--- src/rtl/trans_pose_sched.sv ---
// Pose-bank scheduler for the 3x4 transform datapath: double-buffered pose with drain-before-swap.
// Latency: point 1 cycle to o_tm_*; commit to swap pulse PIPE_LAT+2 cycles. Backpressure: o_ready/o_pose_wr_ready low in DRAIN/SWAP.
// Build option TRANS_POSE_SCHED_IDENT_INIT_EN: both banks reset to the identity pose instead of zeros.
module trans_pose_sched #(
    parameter int POSE_WORDS = 12,
    parameter int PIPE_LAT   = 3,
    parameter int CNT_BW     = 20,
    parameter int CLOUD_BW   = 16,
    parameter int POSE_BW    = 32,
    parameter int MUL        = 16
) (
    input  logic                                i_clk,
    input  logic                                i_rst_n,
    input  logic                                i_valid,
    output logic                                o_ready,
    input  logic [CLOUD_BW-1:0]                 i_cloud_x,
    input  logic [CLOUD_BW-1:0]                 i_cloud_y,
    input  logic [CLOUD_BW-1:0]                 i_cloud_z,
    output logic                                o_tm_valid,
    output logic [CLOUD_BW-1:0]                 o_tm_cloud_x,
    output logic [CLOUD_BW-1:0]                 o_tm_cloud_y,
    output logic [CLOUD_BW-1:0]                 o_tm_cloud_z,
    output logic [POSE_WORDS-1:0][POSE_BW-1:0]  o_pose,
    input  logic                                i_pose_wr_valid,
    output logic                                o_pose_wr_ready,
    input  logic [3:0]                          i_pose_wr_idx,
    input  logic [POSE_BW-1:0]                  i_pose_wr_data,
    input  logic                                i_pose_commit,
    output logic                                o_pose_swapped,
    output logic                                o_pose_err,
    output logic [CNT_BW-1:0]                   o_beat_cnt
);
    typedef enum logic [1:0] {ST_RUN, ST_DRAIN, ST_SWAP} state_t;
    typedef logic [POSE_WORDS-1:0][POSE_BW-1:0] bank_t;

    localparam int         DW      = $clog2(PIPE_LAT + 2);
    localparam logic [3:0] IDX_LIM = 4'(POSE_WORDS);

    function automatic bank_t reset_bank();
        bank_t b;
        b = '0;
`ifdef TRANS_POSE_SCHED_IDENT_INIT_EN
        b[0]  = POSE_BW'(1) << MUL;
        b[5]  = POSE_BW'(1) << MUL;
        b[10] = POSE_BW'(1) << MUL;
`endif
        return b;
    endfunction

    state_t              state_q, state_d;
    logic [DW-1:0]       drain_q, drain_d;
    logic                tm_vld_q, tm_vld_d;
    logic [CLOUD_BW-1:0] tm_x_q, tm_x_d, tm_y_q, tm_y_d, tm_z_q, tm_z_d;
    bank_t               active_q, active_d, shadow_q, shadow_d;
    logic                swapped_q, swapped_d;
    logic                err_q, err_d;
    logic [CNT_BW-1:0]   beat_q, beat_d;
    logic                accept, wr_accept;

    assign o_ready         = (state_q == ST_RUN) & i_rst_n;
    assign o_pose_wr_ready = (state_q == ST_RUN) & i_rst_n;
    assign accept          = i_valid & o_ready;
    assign wr_accept       = i_pose_wr_valid & o_pose_wr_ready;

    always_comb begin
        state_d   = state_q;
        drain_d   = drain_q;
        tm_vld_d  = accept;
        tm_x_d    = tm_x_q;
        tm_y_d    = tm_y_q;
        tm_z_d    = tm_z_q;
        active_d  = active_q;
        shadow_d  = shadow_q;
        swapped_d = 1'b0;
        err_d     = err_q;
        beat_d    = beat_q;

        if (accept) begin
            tm_x_d = i_cloud_x;
            tm_y_d = i_cloud_y;
            tm_z_d = i_cloud_z;
            beat_d = beat_q + CNT_BW'(1);
        end

        if (wr_accept) begin
            if (i_pose_wr_idx < IDX_LIM) begin
                shadow_d[i_pose_wr_idx] = i_pose_wr_data;
            end else begin
                err_d = 1'b1;
            end
        end

        case (state_q)
            ST_RUN: begin
                if (i_pose_commit) begin
                    state_d = ST_DRAIN;
                    drain_d = DW'(PIPE_LAT + 1);
                end
            end
            ST_DRAIN: begin
                drain_d = drain_q - DW'(1);
                // Swap lands on the edge the counter reaches zero, so the pulse and new bank appear together.
                if (drain_q == DW'(1)) begin
                    state_d   = ST_SWAP;
                    active_d  = shadow_q;
                    swapped_d = 1'b1;
                    beat_d    = '0;
                end
            end
            ST_SWAP: state_d = ST_RUN;
            default: state_d = ST_RUN;
        endcase
    end

    always_ff @(posedge i_clk) begin
        if (!i_rst_n) begin
            state_q   <= ST_RUN;
            drain_q   <= '0;
            tm_vld_q  <= 1'b0;
            tm_x_q    <= '0;
            tm_y_q    <= '0;
            tm_z_q    <= '0;
            active_q  <= reset_bank();
            shadow_q  <= reset_bank();
            swapped_q <= 1'b0;
            err_q     <= 1'b0;
            beat_q    <= '0;
        end else begin
            state_q   <= state_d;
            drain_q   <= drain_d;
            tm_vld_q  <= tm_vld_d;
            tm_x_q    <= tm_x_d;
            tm_y_q    <= tm_y_d;
            tm_z_q    <= tm_z_d;
            active_q  <= active_d;
            shadow_q  <= shadow_d;
            swapped_q <= swapped_d;
            err_q     <= err_d;
            beat_q    <= beat_d;
        end
    end

    assign o_tm_valid     = tm_vld_q;
    assign o_tm_cloud_x   = tm_x_q;
    assign o_tm_cloud_y   = tm_y_q;
    assign o_tm_cloud_z   = tm_z_q;
    assign o_pose         = active_q;
    assign o_pose_swapped = swapped_q;
    assign o_pose_err     = err_q;
    assign o_beat_cnt     = beat_q;
endmodule
--- config.mk ---
export PLATFORM = sky130hd
export DESIGN_NAME = trans_pose_sched
export DESIGN_NICKNAME = d
export VERILOG_FILES = /design/src/rtl/trans_pose_sched.sv
export SDC_FILE = /design/constraint.sdc
export NUM_CORES = 1
export LEC_CHECK = 0
export BUFFER_PORTS_ARGS = -buffer_cell sky130_fd_sc_hd__buf_4
export CAP_MARGIN = 25
export CORE_MARGIN = 10
export CORE_UTILIZATION = 25
export CTS_CLUSTER_DIAMETER = 40
export DETAILED_ROUTE_END_ITERATION = 6
export PLACE_DENSITY = 0.44
export SYNTH_ARGS = -nofsm -noshare
export SYNTH_HDL_FRONTEND = slang
export SYNTH_SLANG_ARGS = --single-unit
--- constraint.sdc ---
create_clock -name i_clk -period 4.05 [get_ports i_clk]
set_clock_uncertainty 0.1 [all_clocks]
set_input_delay 0.405 -clock i_clk [delete_from_list [all_inputs] [get_ports i_clk]]
set_output_delay 0.405 -clock i_clk [all_outputs]
set_load 0.02 [all_outputs]
==> impl_metrics.yaml, run 1 <==
routing:
  vias: 22360
  wirelength_um: 108100
  route.detailed.drc: 0
  drt-pass1-iter-count: 5
  drtIter0Drc: 1459
  wl_per_cell_um: 21.84
  ant_nets: 0
  vias_per_cell: 4.519
layout:
  layout-drive-gt1-share: 0.2446
  finalNetCount: 3440
  n_fill_cell: 11220
  fin_util: 0.3510
  seq_area_um2: 16900
  area_growth_pct: 39.22
  final_area_um2: 38840
  multi_input_comb_area_um2: 9798
  fin_cells: 4948
timing:
  grt_setup_unrepaired: "no"
  final_hold_viol_count: 0
  slew_violations: 0
  clock.fmax_mhz: 339.8
  setup_violations: 0
  worstMarginPinSlew_ns: 0.9706
  period_share: 0.7267
  slew_headroom: 0.3529
  hold_slack_ns: 0.06871
  layout_setup_ws_ns: 1.107
  min_period_ns: 2.943
  finalSetupTns_ns: 0
worst_setup_path:
  reg2reg_from: "state_q[0]$_SDFFE_PN0P_"
  path_delay_family: "simple AND/OR/NAND/NOR gates"
  required_ns: 4.60
  cp.arrival_ns: 3.49
  cp-end-kind: "flop"
  cp-start-kind: "flop"
  crit_fanout: 38
  r2r_cells: 5
  path_buf_inv: 1
  r2r_setup_slack_ns: 1.11
  worstSetupPathType: "reg -> reg"
  r2r-end: "o_pose[22]$_SDFFE_PN0P_"
  critical-path-max-stage-delay_ns: 0.70
  worst-path-stages: 5
  crit_slowest_cell: "and2_4"
  crit_chain: "nand2b_1 -> nor3b_1 -> and2_4 -> buf_4 -> a22o_1"
clocking:
  postCtsSetupBuffers: 0
  cts_tree: "yes"
  cts.sinks: 844
  clockRootBuffer: "clkbuf_16"
  htreeDepth: 4
  insertion_delay_ns: 0.73
  clockBufferDepth: 3
  cts_buffers: 138
  path_clk_slew_ns: 0.05
floorplanning:
  core_area_um2: 110700
  fp-row-count: 122
  io_pins: 546
  dieWidth_um: 354.1
  chipHeight_um: 354.1
  die_area_um2: 125400
  initial_utilization: 0.2521
yosys:
  ys_seq_area_frac: 0.6056
  ys.flop_type: "dfxtp_1"
  synthArstFlopShare: 0
  synth.most_common_cell: "dfxtp_1"
  yosysWarnings: 0
  yosysTopAreaCellShare: 0.6056
  synth_nets: 2899
  syn-cell-area_um2: 27900
  netlist_top_cells_count: "dfxtp_1 (844), nand2_1 (565), a22o_1 (384)"
  synth_edf_count: 0
  netlist_instances: 2807
  avgSynthCellArea_um2: 9.940
  synth-seq-cells: 844
  ys_types: 44
  synth_area_leaders: "dfxtp_1 (61%), a22o_1 (12%), nand2_1 (7.6%), nand3_1 (4.3%), o21ai_0 (4.2%)"
  yosysTopAreaCell: "dfxtp_1"
placement:
  pre_cts_slack_ns: 1.099
  dp_cells: 4613
  dp_hpwl_um: 69660
  place.gp.congestion: 0.7219
  post_dp_cell_area_um2: 33100
  port_buffers: 545
flow_run:
  maxCapViolations: 0
global_route:
  grt_usage: 0.1651
  grt_pass1_wl_um: 156100
  antenna_found_initial: 4
  grt_pass1_vias: 21810
  overflow: 0
  grt_max_degree: 175
min_path:
  min_to: "shadow_q[66]$_SDFFE_PN0P_"
  hold_path_class: "in -> reg"
  holdPathStages: 3
  min_from: "i_rst_n"
power_and_ir_drop:
  vdd_ir_drop_max_uv: 281.3
  p_per_area_nw_per_um2: 557.4
  p_total_mw: 21.65
  leakage_nw: 15.55
status:
  status: "finished, final reports clean"
## cells in the final DEF, fill, tap and decap left out, types with 12 or more instances in the layout
cell	instances
a21boi_0	111
bufinv_16	23
o21ai_0	233
clkbuf_8	12
buf_4	578
dlygate4sd3_1	83
nor2_1	14
o21ai_1	32
a22o_1	384
clkinv_2	25
nand3_1	237
nand2_1	565
inv_6	14
clkbuf_16	138
a21boi_1	17
dfxtp_1	844
## per-layer routing
layer  wire length [um]  vias up  track usage
li1                   -    10970            -
met1              49540    10610       0.2177
met2              48220      635       0.2530
met3               7579      152      0.05361
met4               2729        2      0.05294
met5                 13        -            0
## worst max path at each step
stage	startpoint	endpoint
2_1_floorplan	i_rst_n	o_ready
3_3_place_gp	i_rst_n	shadow_q[180]$_SDFFE_PN0P_
3_5_place_dp	state_q[0]$_SDFFE_PN0P_	o_pose[296]$_SDFFE_PN0P_
4_1_cts	state_q[0]$_SDFFE_PN0P_	o_pose[224]$_SDFFE_PN0P_
5_1_grt	state_q[0]$_SDFFE_PN0P_	o_pose[224]$_SDFFE_PN0P_
6_report	state_q[0]$_SDFFE_PN0P_	o_pose[22]$_SDFFE_PN0P_
## tightest hold or removal path, cell delays in order
cell,delay (ns)
buf_8,0.24
nand2_1,0.13
o21ai_0,0.06
## kinds of logic (layout without fill, tap and decap cells)
group / after synthesis / after routing / synth area share
other cells: 0 / 1 / 0
xor+xnor: 10 / 10 / 0.003139
fa+ha+maj: 3 / 3 / 0.001345
buf+inv: 276 / 928 / 0.04614
compound gates: 793 / 793 / 0.2058
mux: 1 / 1 / 0.0003588
simple gates: 880 / 880 / 0.1376
flops: 844 / 844 / 0.6056
## repair_timing
item	4_1_cts	5_1_grt
resized for setup	0	0
hold buffers	83	0
endpoints found under the setup margin	0	0
endpoints found under the hold margin	262	0
## where the power goes
group,internal (mW),switching [mW]
combinational,0.244,0.565
sequential,8.38,0.0404
clock,8.02,4.40
## final cells by class
cell class / instances / area share
antenna: 1 / 0.00006442
clock buffer: 160 / 0.09412
clock inverter: 91 / 0.03240
inverter: 7 / 0.0006764
multi-input combinational: 1687 / 0.2522
sequential: 844 / 0.4350
tap: 1488 / 0.04793
timing repair buffer: 670 / 0.1376
## state kept, by name (all words and copies together) (netlist names)
register        count
drain_q             3
o_beat_cnt         20
o_pose            384
o_pose_err          1
o_pose_swapped      1
o_tm_cloud_x       16
o_tm_cloud_y       16
o_tm_cloud_z       16
o_tm_valid          1
shadow_q          384
state_q             2
Note: power is estimated with default switching activity, not from simulation.
==> run 2, diff against run 1 <==
Settings changed: ABC_AREA set to 1, PLACE_DENSITY 0.44 to 0.46.
Clock period 4.05 ns to 2.4 ns, I/O delays scaled along.
==> run 2 against run 1 <==
Effect of this change: synthesized area rose by 0.66%; setup slack got worse by 0.96 ns; critical endpoint is now o_ready; total power is 68% higher; sequential cell count did not move.
==> impl_metrics.yaml, run 2 <==
status:
  status: "finished, final reports clean"
routing:
  drtIter0Drc: 1484
  wl_per_cell_um: 21.96
  met3_length_um: 6409
  drt-pass1-iter-count: 5
  met2_length_um: 49680
  wirelength_um: 110700
  ant_nets: 0
  vias: 22610
  route.detailed.drc: 0
  topRoutingLayerUsed: "met5"
  met1_length_um: 51670
  vias_per_cell: 4.485
yosys:
  yosysWarnings: 0
  synth.most_common_cell: "dfxtp_1"
  yosysTopAreaCell: "dfxtp_1"
  syn-cell-area_um2: 28090
  synth_nets: 2880
  synth-seq-cells: 844
  synth_simple_gate_area_share: 0.07355
  ys.flop_type: "dfxtp_1"
  synth_area_leaders: "dfxtp_1 (60%), a22o_1 (9.0%), a21oi_1 (5.4%), o21ai_0 (4.2%), a211oi_2 (3.4%)"
  synth_fa_ha_area_frac: 0.001336
  ys_seq_area_frac: 0.6016
  avgSynthCellArea_um2: 10.07
  synth_compound_area_frac: 0.2531
  netlist_top_cells_count: "dfxtp_1 (844), a21oi_1 (302), a22o_1 (288)"
  synth_edf_count: 0
  netlist_instances: 2788
  synth.area.mux_share: 0
  synth_xor_area_frac: 0.001247
  ys_types: 37
  synthArstFlopShare: 0
  synth_top_family_by_area: "compound AO/OA/AOI/OAI gates"
  yosysTopAreaCellShare: 0.6016
layout:
  area_growth_pct: 41.48
  layout_common_cells: "dfxtp_1 (844), buf_4 (612), a21oi_1 (302)"
  fin_cells: 5040
  n_fill_cell: 11190
  layout-drive-gt1-share: 0.2760
  finalNetCount: 3537
  layout_commonest_cell: "dfxtp_1"
  final_area_um2: 39740
global_route:
  grt_usage: 0.1684
  grt_pass1_vias: 22080
  grt_max_degree: 113
  antenna_found_initial: 8
  grt_pass1_wl_um: 158700
  overflow: 0
timing:
  grt_setup_unrepaired: "no"
  slew_headroom: 0.3686
  slew_violations: 0
  final_hold_viol_count: 0
  setup_violations: 0
  period_share: 0.9378
  clock.fmax_mhz: 444.3
  worstMarginPinSlew_ns: 0.9413
  finalSetupTns_ns: 0
  min_period_ns: 2.251
floorplanning:
  dieWidth_um: 355.2
  chipHeight_um: 355.2
  initial_utilization: 0.2527
  fp-row-count: 122
  core_area_um2: 111100
  io_pins: 546
  die_area_um2: 126100
worst_setup_path:
  required_ns: 2.06
  crit_fanout: 112
  path_delay_family: "buffers and inverters"
  worstSetupPathType: "in -> out"
  path_buf_inv: 5
  crit_slowest_cell: "dlygate4sd3_1"
  cp.arrival_ns: 1.91
  r2r_setup_slack_ns: 0.19
  cp-start-kind: "input port"
  crit_chain: "dlygate4sd3_1 -> buf_8 -> buf_12 -> nand2_1 -> inv_1 -> buf_4"
  cp-end-kind: "output port"
  critical-path-max-stage-delay_ns: 0.56
clocking:
  path_clk_slew_ns: 0.05
  cts.sinks: 844
  cts_tree: "yes"
  htreeDepth: 4
  cts_buffers: 134
  postCtsSetupBuffers: 0
  clockRootBuffer: "clkbuf_16"
  post_cts_resized: 0
  clockBufferDepth: 3
  insertion_delay_ns: 0.71
power_and_ir_drop:
  leakage_nw: 16.27
  p_per_area_nw_per_um2: 912.8
  power_switching_mw: 8.361
  vdd_ir_drop_max_uv: 574.7
  pwr-share-comb: 0.048
  switching_share: 0.2305
  clkPwrFrac: 0.559
  p_seq_frac: 0.393
  internal_power_mw: 27.91
min_path:
  hold_path_class: "in -> reg"
placement:
  post_dp_cell_area_um2: 34120
  dp_hpwl_um: 74140
  place.gp.congestion: 0.7502
  dp_cells: 4710
  port_buffers: 545
flow_run:
  maxCapViolations: 0
[run 2: cell types whose count changed after synthesis, moves of 78 or more]
cell	delta
a21oi_1	+291
o21ai_1	+120
nor2_1	+112
nand3_1	-177
a21boi_0	-111
a22o_1	-96
clkbuf_1	-78
inv_1	+125
nand2_1	-320
[run 2: path summary, 6_finish.rpt]
check | endpoint | startpoint | cells after the start
setup / recovery | o_ready | i_rst_n | 6
hold / removal | o_tm_cloud_z[3]$_SDFFE_PN0N_ | i_cloud_z[3] | 4
setup reg to reg | shadow_q[65]$_SDFFE_PN0P_ | state_q[1]$_SDFFE_PN0P_ | 7
hold reg to reg | shadow_q[292]$_SDFFE_PN0P_ | shadow_q[292]$_SDFFE_PN0P_ | 2
[run 2: worst reg2reg max path: stages (launching register included)]
cell	delay, ns
dfxtp_1	0.33
nor2_4	0.11
nand3_2	0.36
buf_12	0.34
nor2_4	0.41
buf_4	0.22
nor2_1	0.04
a211oi_1	0.20
[run 2: final cells by class]
cell class / instances / area [um^2] / area share
timing repair buffer: 741 / 6324 / 0.1591
multi-input combinational: 1555 / 9253 / 0.2328
clock inverter: 68 / 994.7 / 0.02503
clock buffer: 174 / 3747 / 0.09430
tap: 1488 / 1862 / 0.04685
antenna: 1 / 2.502 / 0.00006297
sequential: 844 / 16900 / 0.4252
inverter: 169 / 658.1 / 0.01656
[run 2: cell families (layout without fill, tap and decap cells)]
logic type      Yosys count  count (layout)
compound gates         1079            1079
xor+xnor                  4               4
simple gates            469             469
flops                   844             844
fa+ha+maj                 3               3
buf+inv                 389            1152
other cells               0               1
[run 2: per-stage QoR]
step                total power, mW    util  worst slack [ns]  hold slack (ns)
finish                        36.27  0.3576            0.1493           0.1769
floorplan                     15.31       -            0.7586           0.2508
CTS                           36.82  0.3576           0.08050           0.1055
global placement              16.18  0.3063            0.2667           0.3347
global route                  37.52  0.3576           0.03659           0.1423
detailed placement            16.20  0.3071            0.2240           0.3386
[run 2: power groups by stage]
| stage | sequential (mW) | combinational (mW) | clock (mW) |
|---|---|---|---|
| floorplan | 14.6 | 0.678 | 0 |
| global placement | 14.6 | 1.63 | 0 |
| detailed placement | 14.6 | 1.64 | 0 |
| CTS | 14.3 | 1.77 | 20.8 |
| global route | 14.3 | 1.85 | 21.4 |
| finish | 14.3 | 1.72 | 20.3 |
[run 2: repair_timing]
item	in CTS	in global routing
hold buffers	87	0
hold endpoints to repair	216	0
setup endpoints to repair	0	0
[run 2: per-layer routing]
metal	vias up	GRT usage
met5	-	0
met2	679	0.2629
met4	6	0.05328
met1	10650	0.2264
li1	11100	-
met3	172	0.04145
==> run 3, diff against run 2 <==
Settings changed: CORE_ASPECT_RATIO set to 0.5.
==> run 3 against run 2 <==
Effect of this change: core utilization fell by 1.5 points; design area fell by 4.4%; clock power decreased by 23%; combinational power fell by 6%; critical endpoint is now shadow_q[274]$_SDFFE_PN0P_.
==> impl_metrics.yaml, run 3 (synthesis results as in run 2) <==
clocking:
  cts_buffers: 94
  clockBufferDepth: 3
  path_clk_slew_ns: 0.06
  cts_hold_buf: 88
  cts_tree: "yes"
  post_cts_resized: 0
  htreeDepth: 3
  insertion_delay_ns: 0.73
  postCtsSetupBuffers: 0
  cts.sinks: 844
  clockRootBuffer: "clkbuf_16"
floorplanning:
  io_pins: 546
  dieWidth_um: 494.0
  fp-row-count: 86
  chipHeight_um: 257.0
  core_area_um2: 110800
  initial_utilization: 0.2534
  die_area_um2: 127000
timing:
  slew_headroom: 0.2785
  layout_setup_ws_ns: 0.3566
  worstMarginPinSlew_ns: 1.076
  setup_violations: 0
  min_period_ns: 2.043
  finalSetupTns_ns: 0
  period_share: 0.8514
  grt_setup_unrepaired: "no"
  hold_slack_ns: 0.2032
  final_hold_viol_count: 0
  slew_violations: 0
  clock.fmax_mhz: 489.4
routing:
  wl_per_cell_um: 21.98
  ant_nets: 0
  wirelength_um: 108500
  vias: 22420
  vias_per_cell: 4.541
  drtIter0Drc: 1460
  drt-pass1-iter-count: 6
  route.detailed.drc: 0
layout:
  layout_commonest_cell: "dfxtp_1"
  layout-drive-gt1-share: 0.2570
  area_growth_pct: 35.29
  layout_common_cells: "dfxtp_1 (844), buf_4 (578), a21oi_1 (302)"
  finalNetCount: 3455
worst_setup_path:
  path_buf_inv: 2
  cp-start-kind: "flop"
  critical-path-max-stage-delay_ns: 0.33
  required_ns: 2.89
  r2r_cells: 7
  cp-end-kind: "flop"
  crit_chain: "nor2_4 -> nand3_2 -> buf_4 -> nor2_8 -> buf_12 -> o21ai_0 -> a21oi_1"
  crit_slowest_cell: "dfxtp_1"
  crit_fanout: 38
  r2r-end: "shadow_q[274]$_SDFFE_PN0P_"
  cp.arrival_ns: 2.54
  path_delay_family: "simple AND/OR/NAND/NOR gates"
  worstSetupPathType: "reg -> reg"
  reg2reg_from: "state_q[1]$_SDFFE_PN0P_"
  r2r_setup_slack_ns: 0.36
min_path:
  hold_path_class: "in -> reg"
  min_to: "o_tm_cloud_x[3]$_SDFFE_PN0N_"
  holdPathStages: 4
  min_from: "i_cloud_x[3]"
global_route:
  antenna_found_initial: 3
  met2_usage: 0.2935
  grt_max_degree: 145
  met3_usage: 0.03690
  overflow: 0
  grt_busiest_layer: "met2"
  grt_usage: 0.1617
  use_met1: 0.1855
  grt_pass1_wl_um: 154500
  grt_pass1_vias: 21640
power_and_ir_drop:
  pwr-share-comb: 0.052
  p_per_area_nw_per_um2: 827.8
  p_seq_frac: 0.453
  internal_power_mw: 23.73
  clkPwrFrac: 0.496
  power_switching_mw: 7.725
  switching_share: 0.2456
  leakage_nw: 15.40
  p_total_mw: 31.45
  vdd_ir_drop_max_uv: 570.8
placement:
  dp_hpwl_um: 72780
  pre_cts_slack_ns: 0.3200
  place.gp.congestion: 0.7693
  port_buffers: 545
status:
  status: "finished, final reports clean"
flow_run:
  maxCapViolations: 0
[run 3: cell types whose count changed in the layout (fill, tap and decap cells not counted), sizes merged]
cell / previous run / this run
buf: 654 / 611
bufinv: 19 / 11
clkbuf: 174 / 112
clkinv: 58 / 64
clkinvlp: 10 / 7
dlygate4sd3: 87 / 88
inv: 150 / 148
[run 3: layer usage]
metal  up-vias  wire (um)
met2       450      56620
met5         -          0
met1     10900      43670
li1      10910          -
met4         0       3435
met3       157       4801
[run 3: layout make-up]
type	count	area (um^2)
antenna	1	2.502
sequential	844	16900
tap	1496	1872
fill	11250	72830
inverter	169	651.9
clock buffer	112	2570
clock inverter	61	853.3
multi-input combinational	1555	9253
timing repair buffer	699	5898
[run 3: worst max-delay path by stage]
stage | startpoint | endpoint | slack (ns) | cells past startpoint
6_report | state_q[1]$_SDFFE_PN0P_ | shadow_q[274]$_SDFFE_PN0P_ | 0.36 | 7
5_1_grt | drain_q[0]$_SDFFE_PN0P_ | o_pose[186]$_SDFFE_PN0P_ | 0.15 | 9
4_1_cts | state_q[1]$_SDFFE_PN0P_ | shadow_q[274]$_SDFFE_PN0P_ | 0.32 | 7
3_5_place_dp | state_q[1]$_SDFFE_PN0P_ | shadow_q[73]$_SDFFE_PN0P_ | 0.32 | 7
3_3_place_gp | drain_q[1]$_SDFFE_PN0P_ | o_pose[75]$_SDFFE_PN0P_ | 0.33 | 9
2_1_floorplan | i_rst_n | o_ready | 0.76 | 6
[run 3: power by group through the flow]
stage               Sequential [mW]  Combinational [mW]  Clock (mW)
finish                         14.2                1.62        15.6
global route                   14.3                1.73        16.5
CTS                            14.2                1.64        15.9
detailed placement             14.6                1.50           0
global placement               14.6                1.48           0
floorplan                      14.6               0.678           0
[run 3: per-stage QoR]
stage | area [um^2] | util | cells
floorplan | 28090 | - | 2788
global placement | 33590 | 0.3030 | 4671
detailed placement | 33670 | 0.3038 | 4674
CTS | 37970 | 0.3426 | 4935
global route | 38000 | 0.3428 | 4937
finish | 38000 | 0.3428 | 4937
[run 3: worst min-delay path, delay by kind of cell]
family                 cells  cell delay [ns]
buffers and inverters      2             0.62
AND/OR/NAND/NOR            2             0.09
